### src/rtl/seg_display_scheduler.sv
// seg_display_scheduler: round-robin owner of the shared 2-digit 7-segment display.
// The granted module drives the pins through a 1-cycle register stage. After a done
// pulse the display shows "--" for HOLD_CYCLES, then blanks for BLANK_CYCLES before
// the next arbitration.
// Optional feature: define SCHED_TIMEOUT_EN to force-release an owner after
// MAX_RUN_CYCLES RUN cycles and raise the sticky timeout flag.
module seg_display_scheduler #(
    parameter int unsigned     N_REQ          = 4,
    parameter int unsigned     HOLD_CYCLES    = 100_000_000,
    parameter int unsigned     BLANK_CYCLES   = 2,
    parameter longint unsigned MAX_RUN_CYCLES = 64'd6_000_000_000
) (
    input  logic                 clk,
    input  logic                 rst,
    input  logic [N_REQ-1:0]     req,
    input  logic [N_REQ-1:0]     done,
    input  logic [2*N_REQ-1:0]   src_seg_en,
    input  logic [8*N_REQ-1:0]   src_seg_out,
    output logic [N_REQ-1:0]     grant,
    output logic [1:0]           seg_en,
    output logic [7:0]           seg_out,
    output logic                 busy,
    output logic [2:0]           cur_id,
    output logic                 timeout
);

    localparam int unsigned ID_W    = 3;
    localparam int unsigned HOLD_W  = (HOLD_CYCLES > 1) ? $clog2(HOLD_CYCLES) : 1;
    localparam int unsigned BLANK_W = (BLANK_CYCLES > 1) ? $clog2(BLANK_CYCLES) : 1;

    typedef enum logic [1:0] {
        S_IDLE  = 2'd0,
        S_RUN   = 2'd1,
        S_HOLD  = 2'd2,
        S_BLANK = 2'd3
    } state_e;

    state_e               state_q, state_d;
    logic [ID_W-1:0]      ptr_q, ptr_d;
    logic [ID_W-1:0]      cur_id_q, cur_id_d;
    logic [HOLD_W-1:0]    hold_cnt_q, hold_cnt_d;
    logic [BLANK_W-1:0]   blank_cnt_q, blank_cnt_d;
    logic [N_REQ-1:0]     grant_q, grant_d;
    logic [1:0]           seg_en_q, seg_en_d;
    logic [7:0]           seg_out_q, seg_out_d;
    logic                 busy_q, busy_d;

    logic                 win_valid_c;
    logic [ID_W-1:0]      win_id_c;
    logic                 own_req_c;
    logic                 own_done_c;
    logic [1:0]           own_seg_en_c;
    logic [7:0]           own_seg_out_c;
    logic                 run_expire_c;
    logic                 timeout_hit_c;
    int unsigned          idx;

    // Round-robin search: first set req bit at or above the pointer, wrapping.
    always_comb begin
        win_valid_c = 1'b0;
        win_id_c    = '0;
        idx         = 0;
        for (int unsigned i = 0; i < N_REQ; i++) begin
            idx = 32'(ptr_q) + i;
            if (idx >= N_REQ) begin
                idx = idx - N_REQ;
            end
            for (int unsigned j = 0; j < N_REQ; j++) begin
                if (!win_valid_c && (idx == j) && req[j]) begin
                    win_valid_c = 1'b1;
                    win_id_c    = ID_W'(j);
                end
            end
        end
    end

    // Select the current owner's request, done and display slices.
    always_comb begin
        own_req_c     = 1'b0;
        own_done_c    = 1'b0;
        own_seg_en_c  = '0;
        own_seg_out_c = '0;
        for (int unsigned i = 0; i < N_REQ; i++) begin
            if (cur_id_q == ID_W'(i)) begin
                own_req_c     = req[i];
                own_done_c    = done[i];
                own_seg_en_c  = src_seg_en[2*i +: 2];
                own_seg_out_c = src_seg_out[8*i +: 8];
            end
        end
    end

`ifdef SCHED_TIMEOUT_EN
    localparam int unsigned RUN_W = (MAX_RUN_CYCLES > 1) ? $clog2(MAX_RUN_CYCLES) : 1;

    logic [RUN_W-1:0] run_cnt_q, run_cnt_d;
    logic             timeout_q, timeout_d;

    assign run_expire_c = (run_cnt_q == RUN_W'(MAX_RUN_CYCLES - 64'd1));
    assign run_cnt_d    = (state_q == S_RUN && state_d == S_RUN) ? run_cnt_q + RUN_W'(1) : '0;
    assign timeout_d    = timeout_q | timeout_hit_c;
    assign timeout      = timeout_q;

    // RUN-length counter and sticky timeout flag.
    always_ff @(posedge clk) begin
        if (!rst) begin
            run_cnt_q <= '0;
            timeout_q <= 1'b0;
        end else begin
            run_cnt_q <= run_cnt_d;
            timeout_q <= timeout_d;
        end
    end
`else
    logic unused_max;

    assign run_expire_c = 1'b0;
    assign timeout      = 1'b0;
    assign unused_max   = ^MAX_RUN_CYCLES;
`endif

    // State, pointer, counters and registered outputs.
    always_ff @(posedge clk) begin
        if (!rst) begin
            state_q     <= S_IDLE;
            ptr_q       <= '0;
            cur_id_q    <= '0;
            hold_cnt_q  <= '0;
            blank_cnt_q <= '0;
            grant_q     <= '0;
            seg_en_q    <= '0;
            seg_out_q   <= '0;
            busy_q      <= 1'b0;
        end else begin
            state_q     <= state_d;
            ptr_q       <= ptr_d;
            cur_id_q    <= cur_id_d;
            hold_cnt_q  <= hold_cnt_d;
            blank_cnt_q <= blank_cnt_d;
            grant_q     <= grant_d;
            seg_en_q    <= seg_en_d;
            seg_out_q   <= seg_out_d;
            busy_q      <= busy_d;
        end
    end

    // Next state: done beats release, release beats timeout; counters clear on entry.
    always_comb begin
        state_d       = state_q;
        ptr_d         = ptr_q;
        cur_id_d      = cur_id_q;
        hold_cnt_d    = '0;
        blank_cnt_d   = '0;
        timeout_hit_c = 1'b0;
        case (state_q)
            S_IDLE: begin
                if (win_valid_c) begin
                    state_d  = S_RUN;
                    cur_id_d = win_id_c;
                end
            end
            S_RUN: begin
                if (own_done_c) begin
                    state_d = S_HOLD;
                end else if (!own_req_c) begin
                    state_d = S_BLANK;
                end else if (run_expire_c) begin
                    state_d       = S_BLANK;
                    timeout_hit_c = 1'b1;
                end
            end
            S_HOLD: begin
                if (hold_cnt_q == HOLD_W'(HOLD_CYCLES - 1)) begin
                    state_d = S_BLANK;
                end else begin
                    hold_cnt_d = hold_cnt_q + HOLD_W'(1);
                end
            end
            S_BLANK: begin
                if (blank_cnt_q == BLANK_W'(BLANK_CYCLES - 1)) begin
                    state_d = S_IDLE;
                end else begin
                    blank_cnt_d = blank_cnt_q + BLANK_W'(1);
                end
            end
            default: state_d = S_IDLE;
        endcase
        if (state_d == S_BLANK && state_q != S_BLANK) begin
            ptr_d = (cur_id_q == ID_W'(N_REQ - 1)) ? '0 : cur_id_q + ID_W'(1);
        end
    end

    // Output values registered alongside the state they belong to.
    always_comb begin
        grant_d   = '0;
        seg_en_d  = '0;
        seg_out_d = '0;
        busy_d    = (state_d != S_IDLE);
        case (state_d)
            S_RUN: begin
                for (int unsigned i = 0; i < N_REQ; i++) begin
                    grant_d[i] = (cur_id_d == ID_W'(i));
                end
                if (state_q == S_RUN) begin
                    seg_en_d  = own_seg_en_c;
                    seg_out_d = own_seg_out_c;
                end
            end
            S_HOLD: begin
                seg_en_d  = 2'b11;
                seg_out_d = 8'b0000_0010;
            end
            default: ;
        endcase
    end

    assign grant   = grant_q;
    assign seg_en  = seg_en_q;
    assign seg_out = seg_out_q;
    assign busy    = busy_q;
    assign cur_id  = cur_id_q;

endmodule

### config.mk
export PLATFORM = sky130hd
export DESIGN_NAME = seg_display_scheduler
export DESIGN_NICKNAME = d
export VERILOG_FILES = /design/src/rtl/seg_display_scheduler.sv
export SDC_FILE = /design/constraint.sdc
export NUM_CORES = 1
export LEC_CHECK = 0
export CAP_MARGIN = 10
export CORE_ASPECT_RATIO = 1.2
export CORE_UTILIZATION = 45
export CTS_BUF_LIST = sky130_fd_sc_hd__clkbuf_16
export CTS_CLUSTER_SIZE = 24
export DETAILED_ROUTE_END_ITERATION = 16
export PLACE_DENSITY = 0.75
export SETUP_SLACK_MARGIN = 0.2
export SYNTH_ARGS = -nofsm -noshare
export SYNTH_HDL_FRONTEND = slang
export SYNTH_SLANG_ARGS = --single-unit
### constraint.sdc
create_clock -name clk -period 3.25 [get_ports clk]
set_input_delay 0.65 -clock clk [delete_from_list [all_inputs] [get_ports clk]]
set_output_delay 0.65 -clock clk [all_outputs]
set_load 0.03 [all_outputs]
Word level (Yosys, flattened, before mapping):

Index checks and enable logic that the tools add are counted.

* register bits: 51
* bits in latches: 0
* bits in writable memories: 0
* memory bits (read-only): 0
* input bits: 50
* output and inout bits: 19
* word-level logic and storage cells: 174
* memories: 0

* $add $sub $neg: 10
* multiply operators: 0
* divide/modulo/power cells: 0
* order comparisons: 4
* equal/unequal tests: 26
* shift operators: 0
* muxes and demuxes: 64
* bitwise operators: 3
* reductions and logical operators: 58

Operator list (number)
* $eq A32 B2 Y1 const B: 8
* $eq A32 B1 Y1 const B: 4
* $logic_not A32 Y1: 4
* $mux W32: 4
* $mux W3: 16
* $mux W8: 5
* $logic_and A1 B1 Y1: 32
* $add A27 B1 Y27 const B: 1
* $eq A27 B27 Y1 const B: 1
* $mux W1: 25
* $mux W2: 11
* $pmux W8 S2: 1
* $logic_not A1 Y1: 15
* $sub A4 B3 Y5 const B: 3
* $eq A3 B2 Y1 const B: 4
* $ge A4 B3 Y1 const B: 3
* $add A3 B2 Y4 const B: 2
* $eq A2 B2 Y1 const B: 4
* $pmux W2 S4: 1
* $eq A3 B1 Y1 const B: 2
* $logic_not A3 Y1: 2
* $reduce_or A3 Y1: 2
* $add A3 B1 Y4 const B: 1
* $eq A2 B1 Y1 const B: 2
* other kinds (10): 12

Logic depth before layout (Yosys ltp):

Gate-level depths: netlist of run 1.

* depth after elaboration: 69
* depth in mapped cells: 9

Least setup slack after synthesis of run 1:

OpenSTA, ideal clock, no wires.

* path kind: reg2reg
* start: reg hold_cnt_q[0]
* end: reg grant_q[2] (netlist: grant[2])
* data arrival time: 2.836 ns
* required time: 3.170 ns
* slack: 0.334 ns
* cell stages (with the launch flop): 9
* path buffers: 1
* period minus slack after synthesis: 2.916 ns
* cells stage by stage: dfxtp_1 -> ha_1 -> nand3_2 -> or4_1 -> or4_4 -> a22o_2 -> or4_4 -> buf_6 -> nor3b_1

* cells in the longest elaborated chain, start to end: 5

Ends and longest elaborated chain
* start: declaration: RTL line 41 `logic [HOLD_W-1:0] hold_cnt_q, hold_cnt_d;`
* start signal: assignment: RTL line 138 `hold_cnt_q <= hold_cnt_d;`
* $eq A27 B27 Y1: RTL line 173 `if (hold_cnt_q == HOLD_W'(HOLD_CYCLES - 1)) begin`
* $mux W2: RTL line 173
* $pmux W2 S4: RTL line 155 `case (state_q)`
* $eq A2 B1 Y1: RTL line 199 `case (state_d)`
* $reduce_and A2 Y1 (no source line)
* end signal: assignment: RTL line 140 `grant_q <= grant_d;`
* end: declaration: RTL line 43 `logic [N_REQ-1:0] grant_q, grant_d;`

Every way passes these cells.
A chain may end at the register's enable or synchronous reset.

Final worst setup path of run 1:

* start: reg hold_cnt_q[0]
* end: reg seg_en_q[1] (netlist: seg_en[1])

* cells in the longest elaborated chain, start to end: 5

Ends and longest elaborated chain
* $eq A27 B27 Y1 *: RTL line 173
* $mux W2 *: RTL line 173
* $pmux W2 S4 *: RTL line 155
* $eq A2 B2 Y1 or $eq A2 B1 Y1 (tied branches): RTL line 199
* $pmux W2 S2 *: RTL line 199
* end signal: assignment: RTL line 141 `seg_en_q <= seg_en_d;`
* end: declaration: RTL line 44 `logic [1:0] seg_en_q, seg_en_d;`

Mark *: on every way between the ends. The rest lies on a longest branch, timed or not.

==> results of run 1 <==
-- worst min path at each step --
| stage | from | to | slack (ps) | depth (start not counted) |
|---|---|---|---|---|
| final | hold_cnt_q[0] | hold_cnt_q[0] | 440 | 1 |
| after global routing | hold_cnt_q[0] | hold_cnt_q[0] | 460 | 1 |
| after CTS | blank_cnt_q | blank_cnt_q | 440 | 1 |
| after detailed placement | blank_cnt_q | blank_cnt_q | 440 | 1 |
| after global placement | blank_cnt_q | blank_cnt_q | 430 | 1 |
| after floorplan | blank_cnt_q | blank_cnt_q | 420 | 1 |
-- power by group --
part / total, uW / switching, uW / internal (uW) / leakage, uW
clock network: 533 / 240 / 292 / 0.0000748
logic: 1240 / 709 / 534 / 0.000715
registers: 801 / 83.5 / 717 / 0.000414
-- state kept, by name, indices dropped and copies added (netlist names) --
name,flops
cur_id,3
seg_en,2
hold_cnt_q,27
seg_out,8
busy,1
ptr_q,3
blank_cnt_q,1
state_q,2
grant,4
-- Yosys cell counts (all sizes together) --
library cell / instances
xnor2: 10
o2111ai: 1
nand2: 27
nand4: 8
a22oi: 1
and3b: 1
o21bai: 1
nand3b: 4
buf: 3
nor3: 23
dfxtp: 51
o32ai: 2
inv: 9
nand2b: 4
nand3: 12
ha: 5
xor2: 13
o21ai: 6
nor2b: 15
and3: 5
o311ai: 1
nor2: 42
nor4b: 2
or4: 4
a2111oi: 1
or3: 3
o31ai: 3
a2111o: 1
a221oi: 9
a211oi: 1
a222oi: 1
and2: 3
nor4: 3
a22o: 1
a21oi: 30
or2: 3
clkbuf: 14
conb: 1
nor3b: 4
or3b: 3
-- metrics by stage --
step,hold slack [ps],std cells
after floorplan,421,331
after global placement,435,466
after detailed placement,435,466
after CTS,444,474
after global routing,460,475
final,437,475
-- critical path: cells and delay by family, from the launching register on --
family / cells / cell delay [ps]
simple gates: 4 / 1730
fa+ha+maj: 1 / 200
flops: 1 / 350
compound gates: 2 / 510
-- placed cells by master, fill, tap and decap left out, types with 2 or more instances in the layout --
cell,netlist,routed
a221oi_1,9,9
nor4b_1,2,2
or4_4,2,4
o32ai_1,2,2
nand3b_1,4,4
o31ai_2,0,2
nand2_1,27,27
nor3b_1,4,4
or3_1,3,3
inv_1,9,9
xnor2_1,10,10
or3b_2,3,3
a21oi_1,30,30
nor3_1,23,23
nor2b_1,15,15
buf_4,1,5
nand2b_1,4,4
and2_1,3,3
inv_6,0,2
clkbuf_16,0,5
dfxtp_2,0,2
ha_1,5,4
clkdlybuf4s50_1,0,67
nor4_1,3,3
or2_2,3,3
and3_1,3,3
and3_2,2,2
xor2_1,13,13
nor2_1,42,42
o21ai_0,6,6
nand3_1,11,11
dfxtp_1,51,49
nand4_1,8,8
-- what timing repair did --
item	in CTS	in global routing
pin swaps	1	4
resized for setup	0	10
hold buffers	0	0
cloned	0	1
setup endpoints to repair	3	9
-- routing by layer --
metal | vias up | routed length (um)
met3 | 10 | 546
met4 | 0 | 89
met2 | 95 | 3500
met5 | - | 0
li1 | 1297 | -
met1 | 1185 | 2780
-- layout make-up --
type / count / share of cell area
Tap cell: 80 / 0.0280
Inverter: 9 / 0.00943
Timing Repair Buffer: 72 / 0.198
Multi-Input combinational cell: 255 / 0.437
Clock buffer: 5 / 0.0349
Clock inverter: 3 / 0.00734
Sequential cell: 51 / 0.286
-- cells by family (layout without fill, tap and decap cells) --
| group | after synthesis | after routing | share of synthesized area |
|---|---|---|---|
| and+or+nand+nor | 166 | 167 | 0.328 |
| AOI/OAI and AO/OA | 59 | 59 | 0.143 |
| DFF | 51 | 51 | 0.386 |
| buffers and inverters | 26 | 89 | 0.0412 |
| xor gates and xnor gates | 23 | 23 | 0.0762 |
| adders and majority gates | 5 | 5 | 0.0237 |
| other | 1 | 1 | 0.00142 |
==> results.txt, run 1 <==
- Counting every sink on the clock net gives 51.
- Fraction of layout cells with a size suffix above 1: 0.0861
* TritonCTS Buffers: 5
* H-tree levels: 2
* Via count of the first global-routing pass: 2382
* Gp weighted congestion: 0.898
* Beginning of the worst register-to-register path: hold_cnt_q[0]
* Met2 track demand over resource in global routing: 0.416
- Worst VDD drop: 0.000320 V
* Number of flip-flops and latches in the synthesized netlist: 51
* End point of the critical path: seg_en[1]
- For met3 alone, demand over resource in global routing was 0.0635.
- Sum of negative setup slack: 0 ps
* Largest buffer count on any clock path: 2
- Clock tree skew after final layout: 3.96 ps
* CP Launch Type: register
- The filler cells instantiated in the layout total 517.
- From bottom edge to top edge, the die measures 86.0 um.
* Max transition margin: 0.544
* Type of destination of the critical path: register
- Number of pins with negative max-slew slack in the final report: 0
- Number of buffers added for setup after CTS: 0
* Largest net degree at the start of global routing: 21
- Synthesis produced a netlist with a net count of ~390.
* Worst stage delay on the critical path: 590 ps
- For this design, the slowest cell found on the critical path is or4_4.
- Data arrival time of the worst path: 3090 ps
* Area share of the leading cell type in the synthesized netlist: 0.386
- After global routing, the most crowded layer is met2.
* Average wire per cell in the routed design: 14.6 um
- Port bufs: 67
- Derived from the worst setup path, the maximum achievable clock frequency is between 300 and 400 MHz.
- Clock-pin slew was measured on the worst setup and hold paths at around 70 ps.
* Global-route wire length before repair: 10700 um
* Final Setup Violations: 0
- Power spread over the standard cell area amounts to 719 nW/um^2.
- In this run the cell area of the synthesized design comes to 2650 sq um.
- In the routed layout, each cell is associated on average with a via count of 5.45.
* Final setup slack of the worst path: 378 ps
- Final core utilization: 0.632
- Clock tree synthesis selected as its root buffer the cell clkbuf_16.
- Post-synthesis cell count: 331
- After detailed routing, the number of remaining DRC violations is 0.
- Timing analysis after detailed placement gives a worst setup slack of 182 ps.
- Area of the core: 5670 sq um
- The run finished with clean final reports.
- In the finished design, the share of the clock period the worst path needs comes to 0.884.
* Max capacitance violation total: 0
- By area the synthesized netlist is led by dfxtp_1, nor2_1, a21oi_1.
- Hold Vio Cnt, Final: 0
- Insertion delay of the later-clocked pin in the worst-skew pair: approximately 290 ps
- For this configuration, the core starts out at a cell density of 0.467.
- The endpoint identified for the worst register-to-register timing path is seg_en[1].
* Cell area after layout: ~3600 sq um
* Critical Path, Cell by Cell: ha_2 > nand3_2 > or4_4 > or4_4 > a22o_4 > or4_4 > o31ai_4
- The netlist uses 45 different library cells.
- The floorplan has 30 rows.
- The area growth from synthesis to layout is 35.4%.
- Remaining antenna violation count: 0
* Area used by multi-input combinational logic: about 1600 sq um
* Critical path launch point: hold_cnt_q[0]
- DRT iter0 DRCs: 113
- Measured along the x axis, the die boundary spans between 70 and 80 um.
- GRT met1 Usage: 0.233
* Die footprint: ~6200 sq um
- The worst register-to-register path has a depth of 7.
- Before antenna repair, the detailed router went through 4 iterations.
- Area taken by flip-flops and latches: 1020 sq um
- The tightest min-delay check is of the register to register type.
- Inserted Diodes: 0
* Power Total: 2580 uW
- For this run, the total global-route usage over all layers was measured as 0.220.
- The setup check on the worst reg-to-reg path leaves a slack of between 300 and 400 ps.
* Overall overflow remaining after global route: 0
* Crit Path Class: register to register
- Data required time of the worst path: 3460 ps
* Post-placement cell area: 3380 sq um
* Count of nets after finishing: ~450
* Sequential-to-total area share from yosys stat: 0.386
- Vias: 2587
- Synthesized area per cell: between 7 and 8 sq um
- Static Leakage: 0.00120 uW
- For the pin with the worst max-slew slack, the measured transition is 677 ps.
- Unrepaired setup endpoints after global routing: false
- Clock tree from TritonCTS: done
- 69 I/O pins were placed.
- Top cell type by total area after synthesis: dfxtp_1
* Total wire length after detailed routing: around 6900 um
* Crit path max fanout: 7
* Most frequent cell on the critical path: or4_4
- Yosys warnings: 0
* Minimum clock period: between 2000 and 3000 ps
- Detailed placement HPWL: between 5000 and 6000 um
- The number of antenna violations at the first check in global routing was 0.
Note: power is estimated with default switching activity, not from simulation.
==> run 2: changes to the inputs <==
--- a/config.mk
+++ b/config.mk
@@ -7,11 +7,11 @@
 export LEC_CHECK = 0
 export CAP_MARGIN = 10
 export CORE_ASPECT_RATIO = 1.2
-export CORE_UTILIZATION = 45
+export CORE_UTILIZATION = 39
 export CTS_BUF_LIST = sky130_fd_sc_hd__clkbuf_16
 export CTS_CLUSTER_SIZE = 24
 export DETAILED_ROUTE_END_ITERATION = 16
-export PLACE_DENSITY = 0.75
+export PLACE_DENSITY = 0.66
 export SETUP_SLACK_MARGIN = 0.2
 export SYNTH_ARGS = -nofsm -noshare
 export SYNTH_HDL_FRONTEND = slang
==> results.txt, run 2 (synthesis results as in run 1) <==
- The overall global routing resource usage is 0.193 (-0.0268).
- The maximum fanout encountered on the critical timing path is 7 (unchanged).
- Peak Freq: 351 MHz (+0.86%)
- Wire length on met2: 3480 um (-0.69%)
- The worst setup path is launched from a register.
- Uppermost signal routing layer after detailed routing: met4
* Area of the core: 6490 sq um (+14%)
* Inserted Diodes: 0 (unchanged)
* Library cell used as clock root buffer: clkbuf_16
- The headroom to the max-slew limit is 0.542 (-0.00188).
- Antenna violations before repair: 0 (unchanged)
- The number of setup buffers added after CTS came to 0 (unchanged).
* Minimum clock period: 2850 ps (-24.6 ps)
* Data arrival time of the worst path: 3060 ps (-30 ps)
- Worst VDD drop: 0.000396 V (+24%)
- Most frequent standard cell in the layout excluding fill and tap cells: clkdlybuf4s50_1
- The HPWL after detailed placement is 5250 um (+1.5%).
- The register with the most flip-flops in the final layout is hold_cnt_q.
- Hold Vio Cnt, Final: 0 (unchanged)
* Fraction of layout cells with a size suffix above 1: 0.0810 (-0.00506)
- The combined buffer and inverter count along the critical path is 0 (unchanged).
* Total power divided by cell area: 715 nW/um^2 (-0.66%)
* Final Setup Violations: 0 (unchanged)
* Startpoint of the tightest hold check path: hold_cnt_q[0]
- Vias: 2526 (-2.4%)
- Critical path launch point: hold_cnt_q[0]
- The detailed-routed wire length on met3 is 475 um (-13%).
* Number of sinks on the clock net: 51 (unchanged)
- Destination of the worst register-to-register timing path: seg_out[1]
- Cell type group with the largest total delay on the critical path: simple AND/OR/NAND/NOR gates
- The CTS buffer count came to 5 (unchanged).
- Beginning of the worst register-to-register path: hold_cnt_q[0]
* Pre-CTS setup slack: 181 ps (-1.35 ps)
- Port bufs: 67 (unchanged)
- The clock-pin slew on the worst setup and hold paths was 70 ps (about the same).
- Depth of the worst register-to-register path: 7 (unchanged)
- The largest net degree at the start of global routing is 20 (-4.8%).
- The number of max-slew violations in the final report came to 0 (unchanged).
- Boundary Pins: 69 (unchanged)
* DRT iter0 DRCs: 206 (+82%)
- The flow ran to the end, and the final reports show no timing, DRC or antenna violations.
- Worst stage delay on the critical path: 590 ps (about the same)
- Via count of the first global-routing pass: 2395 (+0.55%)
* Post-route non-filler standard cell count: 480 (+1.1%)
- The setup total negative slack is 0 ps (unchanged).
- The worst setup margin is 402 ps (+24.6 ps).
- Number of vias per cell: 5.26 (-3.4%)
* Clock tree skew after final layout: 6.24 ps (+2.28 ps)
- Die footprint: 7120 sq um (+15%)
* Cell depth of the worst setup path: 7 (unchanged)
* Insertion delay of the later-clocked pin in the worst-skew pair: 290 ps (about the same)
- Register-to-register setup slack: 400 ps (+20 ps)
- Crit Path Class: register to register
* Data required time of the worst path: 3460 ps (about the same)
- The cts-stage hold buffer count came to 0 (unchanged).
- Remaining antenna violation count: 0 (unchanged)
* DRC violations left: 0 (unchanged)
- The post-route met1 wirelength is 2850 um (+2.6%).
* Area used by multi-input combinational logic: 1550 sq um (-0.64%)
* Average wire per cell in the routed design: 14.3 um (-1.6%)
* Layout area overhead: 35.2%
- Static Leakage: 0.00120 uW (-0.31%)
- Die height: 92.2 um (+7.2%)
- Floorplan row count: 32 (+6.7%)
- The number of max-capacitance violations reported was 0 (unchanged).
- Hold Path Sink: hold_cnt_q[0]
* Cell area after layout: 3580 sq um (-0.10%)
- Area taken by flip-flops and latches: 1020 sq um (unchanged)
* Gp weighted congestion: 0.949 (+5.7%)
* Type of destination of the critical path: register
* Critical Path, Cell by Cell: ha_2 > nand3_2 > or4_4 > or4_4 > a22o_4 > or4_4 > o31ai_1
- Largest buffer count on any clock path: 2 (unchanged)
* Period utilisation layout: 0.876 (-0.00756)
- Clock tree from TritonCTS: done
* Number of filler cells placed in the layout: 619 (+20%)
- The total wire length after detailed routing was 6880 um (-0.59%).
* Overall overflow remaining after global route: 0 (unchanged)
- The hold path depth is 1 (unchanged).
* Worst Max-Slew Pin Slew: 680 ps (+2.79 ps)
- The detailed-router iteration count before antenna repair came to 4 (unchanged).
* Type of the most critical hold path: register to register
* Unrepaired setup endpoints after global routing: false
- Most frequent cell on the critical path: or4_4
* Most used cells in the layout excluding fill and tap cells: clkdlybuf4s50_1, dfxtp_1, nor2_1
- On the critical path, the stage with the largest delay is an instance of or4_4.
- H-tree levels: 2 (unchanged)
* Largest register FFs: 27 (unchanged)
- The first-pass GRT wire length came to 11000 um (+2.3%).
- The standard cell area after detailed placement was 3380 sq um (+0.19%).
- The placed cell count was 471 (+1.1%).
* Horiz. Die Dim: 77.2 um (+7.2%)
- Initial standard-cell utilization of the core: 0.408 (-0.0589)
* Count of nets after finishing: 449 (unchanged)
-- run 2: cell counts in the layout (fill, tap and decap cells not counted) --
No cell type changed its count.
-- run 2: how the worst max path moves through the flow --
stage | slack (ps) | to
2_1_floorplan | 330 | grant[2]
3_3_place_gp | 260 | seg_out[1]
3_5_place_dp | 180 | seg_out[1]
4_1_cts | 270 | seg_out[1]
5_1_grt | 290 | grant[2]
6_report | 400 | seg_out[1]
-- run 2: final cells by class --
type                            instances  area share
Clock buffer                            5      0.0350
Clock inverter                          3     0.00735
Inverter                                9     0.00944
Multi-Input combinational cell        255       0.434
Sequential cell                        51       0.286
Tap cell                               85      0.0297
Timing Repair Buffer                   72       0.198
-- run 2: routing by layer --
| layer | global-route usage | up-vias |
|---|---|---|
| met3 | 0.0507 | 5 |
| met4 | 0.0519 | 0 |
| met5 | 0 | - |
| met2 | 0.367 | 86 |
| li1 | - | 1297 |
| met1 | 0.208 | 1138 |
-- run 2: timing repair --
item / 4_1_cts / 5_1_grt
pin swaps: 1 / 2
gates resized for setup: 0 / 8
hold endpoints to repair: 0 / 0
gates cloned: 0 / 1
endpoints found under the setup margin: 3 / 8
-- run 2: worst reg2reg max path, delay by kind of cell (launching register included) --
family	cells	cell delay [ps]
AOI/OAI and AO/OA	2	510
adders and majority gates	1	200
DFF	1	350
and+or+nand+nor	4	1720
-- run 2: where the power goes --
part	switching (uW)	internal [uW]	leakage [uW]	total [uW]
clock network	235	292	0.0000748	527
registers	79.8	717	0.000414	797
logic	701	531	0.000712	1230
-- run 2: stage by stage --
step	hold slack (ps)	power, uW	util
6_report	438	2560	0.552
4_1_cts	455	2530	0.545
2_1_floorplan	421	1600	-
3_3_place_gp	436	2000	0.522
3_5_place_dp	446	2000	0.522
5_1_grt	450	2730	0.552
==> run 3: changes to the inputs <==
--- a/config.mk
+++ b/config.mk
@@ -9,9 +9,11 @@
 export CORE_ASPECT_RATIO = 1.2
 export CORE_UTILIZATION = 39
 export CTS_BUF_LIST = sky130_fd_sc_hd__clkbuf_16
+export CTS_CLUSTER_DIAMETER = 50
 export CTS_CLUSTER_SIZE = 24
 export DETAILED_ROUTE_END_ITERATION = 16
 export PLACE_DENSITY = 0.66
+export REMOVE_ABC_BUFFERS = 1
 export SETUP_SLACK_MARGIN = 0.2
 export SYNTH_ARGS = -nofsm -noshare
 export SYNTH_HDL_FRONTEND = slang
==> results.txt, run 3 (synthesis results as in run 1) <==
- The first-pass GRT wire length came to 10900 um (-0.57%).
- The flop-to-flop setup slack is 390 ps (about the same).
- On the critical path, the stage with the largest delay is an instance of or4_4.
- Peak Freq: 350 MHz (-0.32%)
* H-tree levels: 2 (unchanged)
- The required time of the critical path came to 3460 ps (about the same).
* DRC violations left: 0 (unchanged)
- Hold WS: 431 ps (-6.90 ps)
- The switching part of the total power is 0.385 (-0.0131).
- The clock-pin slew on the worst setup and hold paths is 70 ps (about the same).
- The cell leakage power was 0.00121 uW (+0.62%).
* Run status: finished, final reports clean
* Remaining antenna violation count: 0 (unchanged)
- STA classifies the critical path endpoint as a register.
- Average wire per cell in the routed design: 14.1 um (-1.3%)
- The total wire length after detailed routing came to 6790 um (-1.3%).
- The top cell types in the final layout, fill and taps aside, are clkdlybuf4s50_1, dfxtp_1, nor2_1.
* Initial standard-cell utilization of the core: 0.408 (unchanged)
* Boundary Pins: 69 (unchanged)
* Number of buffers added for setup after CTS: 0 (unchanged)
* Horiz. Die Dim: 77.2 um (unchanged)
* Most frequent standard cell in the layout excluding fill and tap cells: clkdlybuf4s50_1
- Layout area overhead: 36.2%
* Share of power burned in the clock network: 0.227 (+0.021)
* Most frequent cell on the critical path: or4_4
- Minimum clock period: 2860 ps (+9.01 ps)
* Worst Max-Slew Pin Slew: 749 ps (+68.6 ps)
* Number of detailed-route iterations in the first pass: 4 (unchanged)
* Combined global-route utilization of all metal layers: 0.189 (-0.00440)
* Largest buffer count on any clock path: 2 (unchanged)
- Area of the core: 6490 sq um (unchanged)
* Clock tree skew after final layout: 7.65 ps (+1.42 ps)
- Clock tree from TritonCTS: done
- Beginning of the worst register-to-register path: hold_cnt_q[0]
- Switch Pwr: 1010 uW (-0.78%)
* Data arrival time of the worst path: 3060 ps (about the same)
* Total power divided by cell area: 728 nW/um^2 (+1.9%)
* CP Launch Type: register
- The share of final-layout standard cells stronger than drive strength 1 came to 0.0835 (+0.00253).
- Destination of the worst register-to-register timing path: seg_en[0]
- Floorplan row count: 32 (unchanged)
* Hold Path Depth: 1 (unchanged)
* DRT iter0 DRCs: 223 (+8.3%)
- Largest net degree at the start of global routing: 25 (+25%)
* Antenna violations before repair: 0 (unchanged)
- Count of nets after finishing: 449 (unchanged)
* Unrepaired setup endpoints after global routing: false
* Crit path max fanout: 7 (unchanged)
- Number of pins with negative max-slew slack in the final report: 0 (unchanged)
* Depth of the worst register-to-register path: 7 (unchanged)
- The peak ir drop on the vdd network is 0.000320 V (-19%).
- The final RePlAce weighted congestion was 0.877 (-7.6%).
- Max capacitance violation total: 0 (unchanged)
* Number of vias per cell: 5.30 (+0.71%)
* TritonCTS Buffers: 5 (unchanged)
- The full die area came to 7120 sq um (unchanged).
- Internal power: 1610 uW (+4.8%)
- Startpoint of the tightest hold check path: hold_cnt_q[0]
- The HPWL after detailed placement came to 4970 um (-5.2%).
- Worst stage delay on the critical path: 590 ps (about the same)
* Insertion delay of the later-clocked pin in the worst-skew pair: 290 ps (about the same)
* Hold Path Sink: hold_cnt_q[0]
* Via count of the first global-routing pass: 2331 (-2.7%)
* Period utilisation layout: 0.879 (+0.00277)
- Crit Path Class: register to register
- Overall overflow remaining after global route: 0 (unchanged)
* Vias: 2544 (+0.71%)
* Library cell used as clock root buffer: clkbuf_16
* Critical Path, Cell by Cell: ha_2 > nand3_2 > or4_4 > or4_4 > a22o_4 > or4_4 > o31ai_4
- The portion of total power attributed to sequential cells is 0.307 (-0.005).
* Port bufs: 67 (unchanged)
- The die outline height came to 92.2 um (unchanged).
* Cell type group with the largest total delay on the critical path: simple AND/OR/NAND/NOR gates
- Most flop-heavy register: hold_cnt_q
* Final Setup Violations: 0 (unchanged)
- Sum of negative setup slack: 0 ps (unchanged)
* Number of sinks on the clock net: 51 (unchanged)
- The antenna diode count is 0 (unchanged).
- Type of the most critical hold path: register to register
- The final hold violation count was 0 (unchanged).
* Max transition margin: 0.496 (-0.0462)
* Buffers & Inverters on Critical Path: 0 (unchanged)
* Share of total power in combinational logic: 0.466 (-0.016)
- Largest register FFs: 27 (unchanged)
[run 3: cell types whose count changed in the layout (fill, tap and decap cells not counted)]
| cell | delta |
|---|---|
| clkinvlp_4 | +1 |
| o31ai_1 | -1 |
| o31ai_2 | +1 |
| bufinv_16 | +1 |
| inv_6 | -1 |
| clkinv_4 | -1 |
[run 3: worst max-delay path by stage]
stage | startpoint | end | slack (ps) | depth (start not counted)
6_report | hold_cnt_q[0] | seg_en[0] | 390 | 7
5_1_grt | cur_id[0] | seg_out[1] | 310 | 9
4_1_cts | hold_cnt_q[0] | seg_en[0] | 270 | 7
3_5_place_dp | hold_cnt_q[0] | seg_en[0] | 200 | 7
3_3_place_gp | hold_cnt_q[0] | seg_out[1] | 270 | 7
2_1_floorplan | hold_cnt_q[0] | seg_en[0] | 360 | 7
[run 3: power by group through the flow]
stage               clock, uW  combinational, uW  sequential (uW)
floorplan                   0                632              926
global placement            0               1170              815
detailed placement          0               1160              815
CTS                       615               1170              800
global route              646               1330              817
finish                    596               1220              804
[run 3: repair_timing]
item                                    4_1_cts  5_1_grt
gates cloned                                  0        1
endpoints found under the hold margin         0        0
gates resized for setup                       0        9
hold buffers                                  0        0
pin swaps                                     1        2
endpoints found under the setup margin        3        5
[run 3: layout make-up]
class                   count  area, sq um
repair buffers             72          708
flip-flops and latches     51         1020
multi-input cells         255         1560
fillers                   623         2880
well taps                  85          106
clock buffers               5          125
clock inverters             3         46.3
inverters                   9         33.8
[run 3: per-layer routing]
metal / vias up / track usage / part of all wire
met2: 78 / 0.331 / 0.48
met1: 1165 / 0.222 / 0.45
met4: 0 / 0.0723 / 0.011
li1: 1296 / - / -
met5: - / 0 / 0
met3: 5 / 0.0418 / 0.052
[run 3: stage by stage]
step                 util  power, uW  worst slack [ps]  cells  area [sq um]
finish              0.555       2620               393    480          3600
global route        0.555       2790               309    480          3600
CTS                 0.548       2590               275    479          3560
detailed placement  0.522       1980               202    471          3380
global placement    0.522       1980               268    471          3380
floorplan               -       1560               357    314          2570
